<file path="config.mk">
export PLATFORM = sky130hd
export DESIGN_NAME = shared_resource_client_flat
export DESIGN_NICKNAME = d
export VERILOG_FILES = /design/src/rtl/shared_resource_client_if.sv /design/src/rtl/shared_resource_client.sv /design/src/flat_wrapper.sv
export SDC_FILE = /design/constraint.sdc
export NUM_CORES = 1
export LEC_CHECK = 0
export ABC_AREA = 1
export ABC_CLOCK_PERIOD_IN_PS = 7050
export BUFFER_PORTS_ARGS = -buffer_cell sky130_fd_sc_hd__buf_2
export CORE_AREA = 2 2 180 165
export DETAILED_ROUTE_END_ITERATION = 7
export DIE_AREA = 0 0 182 167
export HOLD_SLACK_MARGIN = 0.12
export SLEW_MARGIN = 20
export SYNTH_ARGS = -nofsm -noshare
export SYNTH_HDL_FRONTEND = slang
export SYNTH_SLANG_ARGS = --single-unit
</file>
<file path="constraint.sdc">
create_clock -name clk -period 7.05 [get_ports clk]
set_clock_uncertainty 0.2 [all_clocks]
set_input_delay 1.41 -clock clk [delete_from_list [all_inputs] [get_ports clk]]
set_output_delay 1.41 -clock clk [all_outputs]
set_load 0.05 [all_outputs]
</file>
<file path="src/rtl/shared_resource_client_if.sv">
// ============================================================================
// shared_resource_client_if : upstream / port / downstream bundle    Rev 1.0
// ============================================================================
`default_nettype none

interface shared_resource_client_if #(
    parameter int DATA_W          = 32,
    parameter int MAX_OUTSTANDING = 4
);
    localparam int CNT_W = $clog2(MAX_OUTSTANDING) + 1;

    logic              up_valid;
    logic [DATA_W-1:0] up_data;
    logic              up_ready;
    logic              flush_req;
    logic              req_valid;
    logic [DATA_W-1:0] req_data;
    logic              req_flush;
    logic              req_stall;
    logic              rsp_valid;
    logic [DATA_W-1:0] rsp_data;
    logic              rsp_stall;
    logic              dn_valid;
    logic [DATA_W-1:0] dn_data;
    logic              dn_ready;
    logic [CNT_W-1:0]  outstanding;
    logic              busy;

    // Environment side: local pipeline, arbitration port and downstream consumer.
    modport master (
        output up_valid, up_data, flush_req, req_stall, rsp_valid, rsp_data, dn_ready,
        input  up_ready, req_valid, req_data, req_flush, rsp_stall, dn_valid, dn_data,
               outstanding, busy
    );

    modport slave (
        input  up_valid, up_data, flush_req, req_stall, rsp_valid, rsp_data, dn_ready,
        output up_ready, req_valid, req_data, req_flush, rsp_stall, dn_valid, dn_data,
               outstanding, busy
    );
endinterface

`default_nettype wire

</file>
<file path="src/rtl/shared_resource_client.sv">
// ============================================================================
// shared_resource_client : skid-buffered requester with result FIFO  Rev 1.0
// ============================================================================
`default_nettype none

module shared_resource_client #(
    parameter int DATA_W          = 32,
    parameter int MAX_OUTSTANDING = 4,
    parameter int RQ_DEPTH        = 4
) (
    input  logic                   clk,
    input  logic                   reset,
    shared_resource_client_if.slave bus
);
    localparam int CNT_W = $clog2(MAX_OUTSTANDING) + 1;
    localparam int RQ_AW = $clog2(RQ_DEPTH);
    localparam int RQ_CW = RQ_AW + 1;
    localparam logic [CNT_W-1:0] OUT_MAX = CNT_W'(MAX_OUTSTANDING);
    localparam logic [RQ_CW-1:0] RQ_FULL = RQ_CW'(RQ_DEPTH);

    typedef enum logic [1:0] {
        ST_IDLE   = 2'd0,
        ST_FLUSH  = 2'd1,
        ST_SETTLE = 2'd2
    } state_t;

    state_t state_q, state_d;
    logic   st_idle, st_flush;

    logic [DATA_W-1:0] skid_mem_q [2];
    logic              skid_rd_q, skid_wr_q;
    logic [1:0]        skid_cnt_q;

    logic [DATA_W-1:0] rq_mem_q [RQ_DEPTH];
    logic [RQ_AW-1:0]  rq_rd_q, rq_wr_q;
    logic [RQ_CW-1:0]  rq_cnt_q;

    logic [CNT_W-1:0]  out_cnt_q;

    logic up_ready, req_valid, issue, skid_push;
    logic rsp_stall, rsp_acc, rq_push, rq_pop, dn_valid;

    always_comb begin
        state_d  = state_q;
        st_idle  = 1'b0;
        st_flush = 1'b0;
        case (state_q)
            ST_IDLE:   st_idle = 1'b1;
            ST_FLUSH: begin
                st_flush = 1'b1;
                state_d  = ST_SETTLE;
            end
            ST_SETTLE: state_d = ST_IDLE;
            default:   state_d = ST_IDLE;
        endcase
        if (bus.flush_req) begin
            state_d = ST_FLUSH;
        end
    end

    always_ff @(posedge clk or posedge reset) begin
        if (reset) begin
            state_q <= ST_IDLE;
        end else begin
            state_q <= state_d;
        end
    end

    // An op offered in the same cycle as flush_req is refused rather than swallowed.
    assign up_ready  = st_idle & (skid_cnt_q != 2'd2) & ~bus.flush_req;
    assign skid_push = bus.up_valid & up_ready;
    assign req_valid = st_idle & (skid_cnt_q != 2'd0) & (out_cnt_q < OUT_MAX);
    assign issue     = req_valid & ~bus.req_stall;

    assign rsp_stall = st_idle & (rq_cnt_q == RQ_FULL);
    assign rsp_acc   = bus.rsp_valid & ~rsp_stall & st_idle;
    assign rq_push   = rsp_acc & (out_cnt_q != '0);
    assign dn_valid  = (rq_cnt_q != '0);
    assign rq_pop    = dn_valid & bus.dn_ready;

    always_ff @(posedge clk or posedge reset) begin
        if (reset) begin
            for (int i = 0; i < 2; i++) begin
                skid_mem_q[i] <= '0;
            end
            skid_rd_q  <= 1'b0;
            skid_wr_q  <= 1'b0;
            skid_cnt_q <= 2'd0;
        end else if (st_flush) begin
            skid_rd_q  <= 1'b0;
            skid_wr_q  <= 1'b0;
            skid_cnt_q <= 2'd0;
        end else begin
            if (skid_push) begin
                skid_mem_q[skid_wr_q] <= bus.up_data;
                skid_wr_q             <= ~skid_wr_q;
            end
            if (issue) begin
                skid_rd_q <= ~skid_rd_q;
            end
            skid_cnt_q <= skid_cnt_q + {1'b0, skid_push} - {1'b0, issue};
        end
    end

    always_ff @(posedge clk or posedge reset) begin
        if (reset) begin
            out_cnt_q <= '0;
        end else if (st_flush) begin
            out_cnt_q <= '0;
        end else begin
            case ({issue, rq_push})
                2'b10:   out_cnt_q <= out_cnt_q + 1'b1;
                2'b01:   out_cnt_q <= out_cnt_q - 1'b1;
                default: out_cnt_q <= out_cnt_q;
            endcase
        end
    end

    always_ff @(posedge clk or posedge reset) begin
        if (reset) begin
            for (int i = 0; i < RQ_DEPTH; i++) begin
                rq_mem_q[i] <= '0;
            end
            rq_rd_q  <= '0;
            rq_wr_q  <= '0;
            rq_cnt_q <= '0;
        end else if (st_flush) begin
            rq_rd_q  <= '0;
            rq_wr_q  <= '0;
            rq_cnt_q <= '0;
        end else begin
            if (rq_push) begin
                rq_mem_q[rq_wr_q] <= bus.rsp_data;
                rq_wr_q           <= rq_wr_q + 1'b1;
            end
            if (rq_pop) begin
                rq_rd_q <= rq_rd_q + 1'b1;
            end
            rq_cnt_q <= rq_cnt_q + RQ_CW'(rq_push) - RQ_CW'(rq_pop);
        end
    end

    assign bus.up_ready    = up_ready;
    assign bus.req_valid   = req_valid;
    assign bus.req_data    = skid_mem_q[skid_rd_q];
    assign bus.req_flush   = st_flush;
    assign bus.rsp_stall   = rsp_stall;
    assign bus.dn_valid    = dn_valid;
    assign bus.dn_data     = rq_mem_q[rq_rd_q];
    assign bus.outstanding = out_cnt_q;
    assign bus.busy        = (out_cnt_q != '0) | (skid_cnt_q != 2'd0) | dn_valid | ~st_idle;

endmodule

`default_nettype wire

</file>
<file path="src/flat_wrapper.sv">
// flat-port wrapper written by rule: the top's interface ports become plain ports
module shared_resource_client_flat 
#(
    parameter int DATA_W          = 32,
    parameter int MAX_OUTSTANDING = 4,
    parameter int RQ_DEPTH        = 4
)
  (clk, reset, bus_up_valid, bus_up_data, bus_flush_req, bus_req_stall, bus_rsp_valid, bus_rsp_data, bus_dn_ready, bus_up_ready, bus_req_valid, bus_req_data, bus_req_flush, bus_rsp_stall, bus_dn_valid, bus_dn_data, bus_outstanding, bus_busy);
  shared_resource_client_if #(.DATA_W(DATA_W), .MAX_OUTSTANDING(MAX_OUTSTANDING)) bus_i ();
  input  logic clk;
  input  logic reset;
  input wire logic [$bits(bus_i.up_valid)-1:0] bus_up_valid;
  input wire logic [$bits(bus_i.up_data)-1:0] bus_up_data;
  input wire logic [$bits(bus_i.flush_req)-1:0] bus_flush_req;
  input wire logic [$bits(bus_i.req_stall)-1:0] bus_req_stall;
  input wire logic [$bits(bus_i.rsp_valid)-1:0] bus_rsp_valid;
  input wire logic [$bits(bus_i.rsp_data)-1:0] bus_rsp_data;
  input wire logic [$bits(bus_i.dn_ready)-1:0] bus_dn_ready;
  output wire logic [$bits(bus_i.up_ready)-1:0] bus_up_ready;
  output wire logic [$bits(bus_i.req_valid)-1:0] bus_req_valid;
  output wire logic [$bits(bus_i.req_data)-1:0] bus_req_data;
  output wire logic [$bits(bus_i.req_flush)-1:0] bus_req_flush;
  output wire logic [$bits(bus_i.rsp_stall)-1:0] bus_rsp_stall;
  output wire logic [$bits(bus_i.dn_valid)-1:0] bus_dn_valid;
  output wire logic [$bits(bus_i.dn_data)-1:0] bus_dn_data;
  output wire logic [$bits(bus_i.outstanding)-1:0] bus_outstanding;
  output wire logic [$bits(bus_i.busy)-1:0] bus_busy;
  assign bus_i.up_valid = bus_up_valid;
  assign bus_i.up_data = bus_up_data;
  assign bus_i.flush_req = bus_flush_req;
  assign bus_i.req_stall = bus_req_stall;
  assign bus_i.rsp_valid = bus_rsp_valid;
  assign bus_i.rsp_data = bus_rsp_data;
  assign bus_i.dn_ready = bus_dn_ready;
  assign bus_up_ready = bus_i.up_ready;
  assign bus_req_valid = bus_i.req_valid;
  assign bus_req_data = bus_i.req_data;
  assign bus_req_flush = bus_i.req_flush;
  assign bus_rsp_stall = bus_i.rsp_stall;
  assign bus_dn_valid = bus_i.dn_valid;
  assign bus_dn_data = bus_i.dn_data;
  assign bus_outstanding = bus_i.outstanding;
  assign bus_busy = bus_i.busy;
  shared_resource_client #(.DATA_W(DATA_W), .MAX_OUTSTANDING(MAX_OUTSTANDING), .RQ_DEPTH(RQ_DEPTH)) u_core (.clk(clk), .reset(reset), .bus(bus_i));
endmodule
</file>
==> flow_summary_export.csv <==
group,metric,value,unit
die,io-pin-count,144,
global_route,antenna_found_initial,6,
final_layout,syn_to_final_growth,16.9,%
route,drt-total-wl,29.4,mm
global_route,overflow,0,
timing,fin_crit_sh,57.8,%
setup_path,max_stage_delay,0.79,ns
timing,hold_ws,0.265,ns
pwr,switching_share,45.9,%
clock_tree,hold_buffers,0,
synth,synth_fp_nets,1347,
clock_tree,cts.sink_count,208,
route,dr_total_vias,9187,
setup_path,cp_max_fo,86,
run,maxCapViolations,0,
clock_tree,cts_setup_buffers,0,
clock_tree,cts_tree,"built",
route,drc,0,
timing,layout_min_cycle_time,4.08,ns
timing,rsz0062_at_grt,"false",
synth,synth_top_family_by_area,"simple AND/OR/NAND/NOR gates",
pwr,p_leak,6.41,nW
die,coreArea,28500,um^2
global_route,grt_pass1_wl,47.6,mm
clock_tree,cts-resized-gates,0,
timing,hold_violations,0,
synth,synth_xor_area_share,0.433,%
pwr,peakVddDrop,0.000224,V
pwr,p_int,2.77,mW
setup_path,start_kind,"flip-flop",
synth,synthCells,1265,
timing,worst_pin_slew,1.10,ns
die,fp-row-count,59,
synth,synth_compound_area_share,5.39,%
die,start_util,35.5,%
global_route,grt_max_degree,87,
synth,synthMuxAreaShare,0,%
setup_path,crit_required,5.44,ns
setup_path,endpoint_kind,"output port",
global_route,grt_pass1_vias,8711,
timing,finalSetupViolations,0,
placement,io_buffers,143,
synth,synth_area_per_cell,8.00,um^2
synth,ys_seq_elements,208,
synth,synth-seq-area-share,51.4,%
route,ant_nets,0,
route,drt_pass1_iterations,5,
global_route,grtUsageTotal,19.0,%
setup_path,arrival,2.47,ns
placement,place_congestion,0.763,
clock_tree,clockBufferDepth,3,
final_layout,most-common-layout-cells,"501 x nand2_1, 207 x dfrtp_1, 198 x nand4_1, 143 x buf_2, 77 x nor2_1",
die,die_h,167,um
final_layout,drive_gt1_share,16.0,%
pwr,p_switching,2.35,mW
pwr,p_seq_share,30.7,%
synth,synth_area,10100,um^2
clock_tree,cts.reportedPaths.clkPinSlew,0.06,ns
synth,synth_top_cell_by_area,"dfrtp_1",
final_layout,design.final.nets,1427,
synth,synth_top_area_share,51.4,%
timing,clock.fmax,245,MHz
pwr,power-per-cell-area,433,nW/um^2
setup_path,path_class,"flip-flop to output port",
clock_tree,insertion_delay,0.52,ns
placement,place_ws,3.18,ns
final_layout,final_common_cell,"nand2_1",
worst_hold_path,min_path_type,"flip-flop to flip-flop",
clock_tree,clock-root-buffer,"clkbuf_16",
synth,synth.distinct_cells,22,
run_status,status,"finished, final reports clean",
placement,hpwl,17.2,mm
pwr,p_clk_share,26.0,%
synth,synthSimpleGateAreaFrac,35.0,%
route,avgViaCountPerCell,5.31,
clock_tree,h-tree-depth,1,
synth,synth.top_cells.by_area,"dfrtp_1 51%, nand2_1 19%, nand4_1 12%",
final_layout,finalInstanceArea,11800,um^2
die,die_w,182,um
die,die_area,30400,um^2
synth,synthAdderAreaFrac,1.51,%
timing,slew_viol_final,0,
route,wire_per_inst,17.0,um
timing,final.setup.tns,0,ns
placement,placed_area,11000,um^2
setup_path,critPathSlowestCell,"nand3_4",
route,initialDrtViolationCount,903,
timing,relSlewSlack,26.5,%
clock_tree,numCtsBuffers,24,
synth,yosys_warnings,0,
pwr,combPwrFrac,43.2,%
setup_path,critical_path.cell_chain,"nor2_1, nand3_4, inv_1, buf_2",
timing,setup_slack,2.97,ns
state kept, by name, summed over array words and instances, names as in the netlist:
signal                  cells
u_core.rq_cnt_q             3
u_core.skid_mem_q          64
u_core.rq_mem_q           128
u_core.skid_rd_q            1
u_core.rq_rd_q              2
u_core.rq_wr_q              2
u_core.bus.outstanding      3
u_core.state_q              2
u_core.skid_cnt_q           2
u_core.skid_wr_q            1
power by group through the flow:
stage	Combinational (mW)	Clock [mW]	Sequential, mW
3_5_place_dp	2.22	0	1.59
4_1_cts	2.23	1.37	1.57
2_1_floorplan	1.72	0	1.57
3_3_place_gp	2.22	0	1.58
6_report	2.21	1.33	1.57
5_1_grt	2.40	1.41	1.60
worst paths after layout:
kind | start | endpoint | slack, ns | cells past startpoint
min in group asynchronous | reset | u_core.skid_mem_q[5]$_DFFE_PP0P_ | 0.67 | 2
max in group asynchronous | reset | u_core.rq_mem_q[16]$_DFFE_PP0P_ | 4.46 | 4
worst min register to register | u_core.rq_mem_q[39]$_DFFE_PP0P_ | u_core.rq_mem_q[39]$_DFFE_PP0P_ | 0.27 | 2
worst max-delay path | u_core.rq_cnt_q[1]$_DFF_PP0_ | bus_rsp_stall | 2.97 | 4
worst min-delay path | u_core.rq_mem_q[39]$_DFFE_PP0P_ | u_core.rq_mem_q[39]$_DFFE_PP0P_ | 0.27 | 2
worst max register to register | u_core.rq_cnt_q[1]$_DFF_PP0_ | u_core.rq_mem_q[2]$_DFFE_PP0P_ | 3.60 | 7
logic make-up (layout without fill, tap and decap cells):
group | Yosys count | count (layout)
other | 0 | 3
AO/OA/AOI/OAI | 101 | 101
AND/OR/NAND/NOR | 797 | 797
buffers and inverters | 143 | 239
adder cells (fa/ha/maj) | 11 | 11
XOR/XNOR | 5 | 5
flip-flops | 208 | 208
critical path: cells and delay by family (launching register included):
kind          cells  cell delay [ns]
buf+inv           2             0.49
flops             1             0.42
simple gates      2             1.02
metrics by stage:
step	utilization [%]	std cells	power (mW)
after floorplan	-	1265	3.29
after global placement	38.5	1684	3.80
after detailed placement	38.5	1684	3.81
after CTS	41.4	1726	5.17
after global routing	41.5	1727	5.40
final	41.5	1730	5.12
layout make-up:
cell class	count	area, um^2
diodes	3	7.51
clock buffers	39	748
clock inverters	3	90.1
fillers	2966	16700
inverters	32	124
multi-input cells	914	4300
flip-flops and latches	208	5210
well taps	366	458
repair buffers	165	893
per-layer routing:
metal	up-vias	global-route usage [%]	share of wire [%]
li1	4426	-	-
met5	-	0	0.11
met3	40	5.90	7.5
met4	6	3.72	1.8
met1	4490	26.1	45
met2	225	29.8	45
Yosys cell counts (all sizes together):
master and count:
nand2 501, dfrtp 208, nand4 198, nor2 82, o21ai 69, buf 59, clkbuf 52, inv 32
o22ai 32, nand3 14, ha 9, xor2 3, fa 2, nor3 2, xnor2 2
Power figures use the tool's default switching activity.
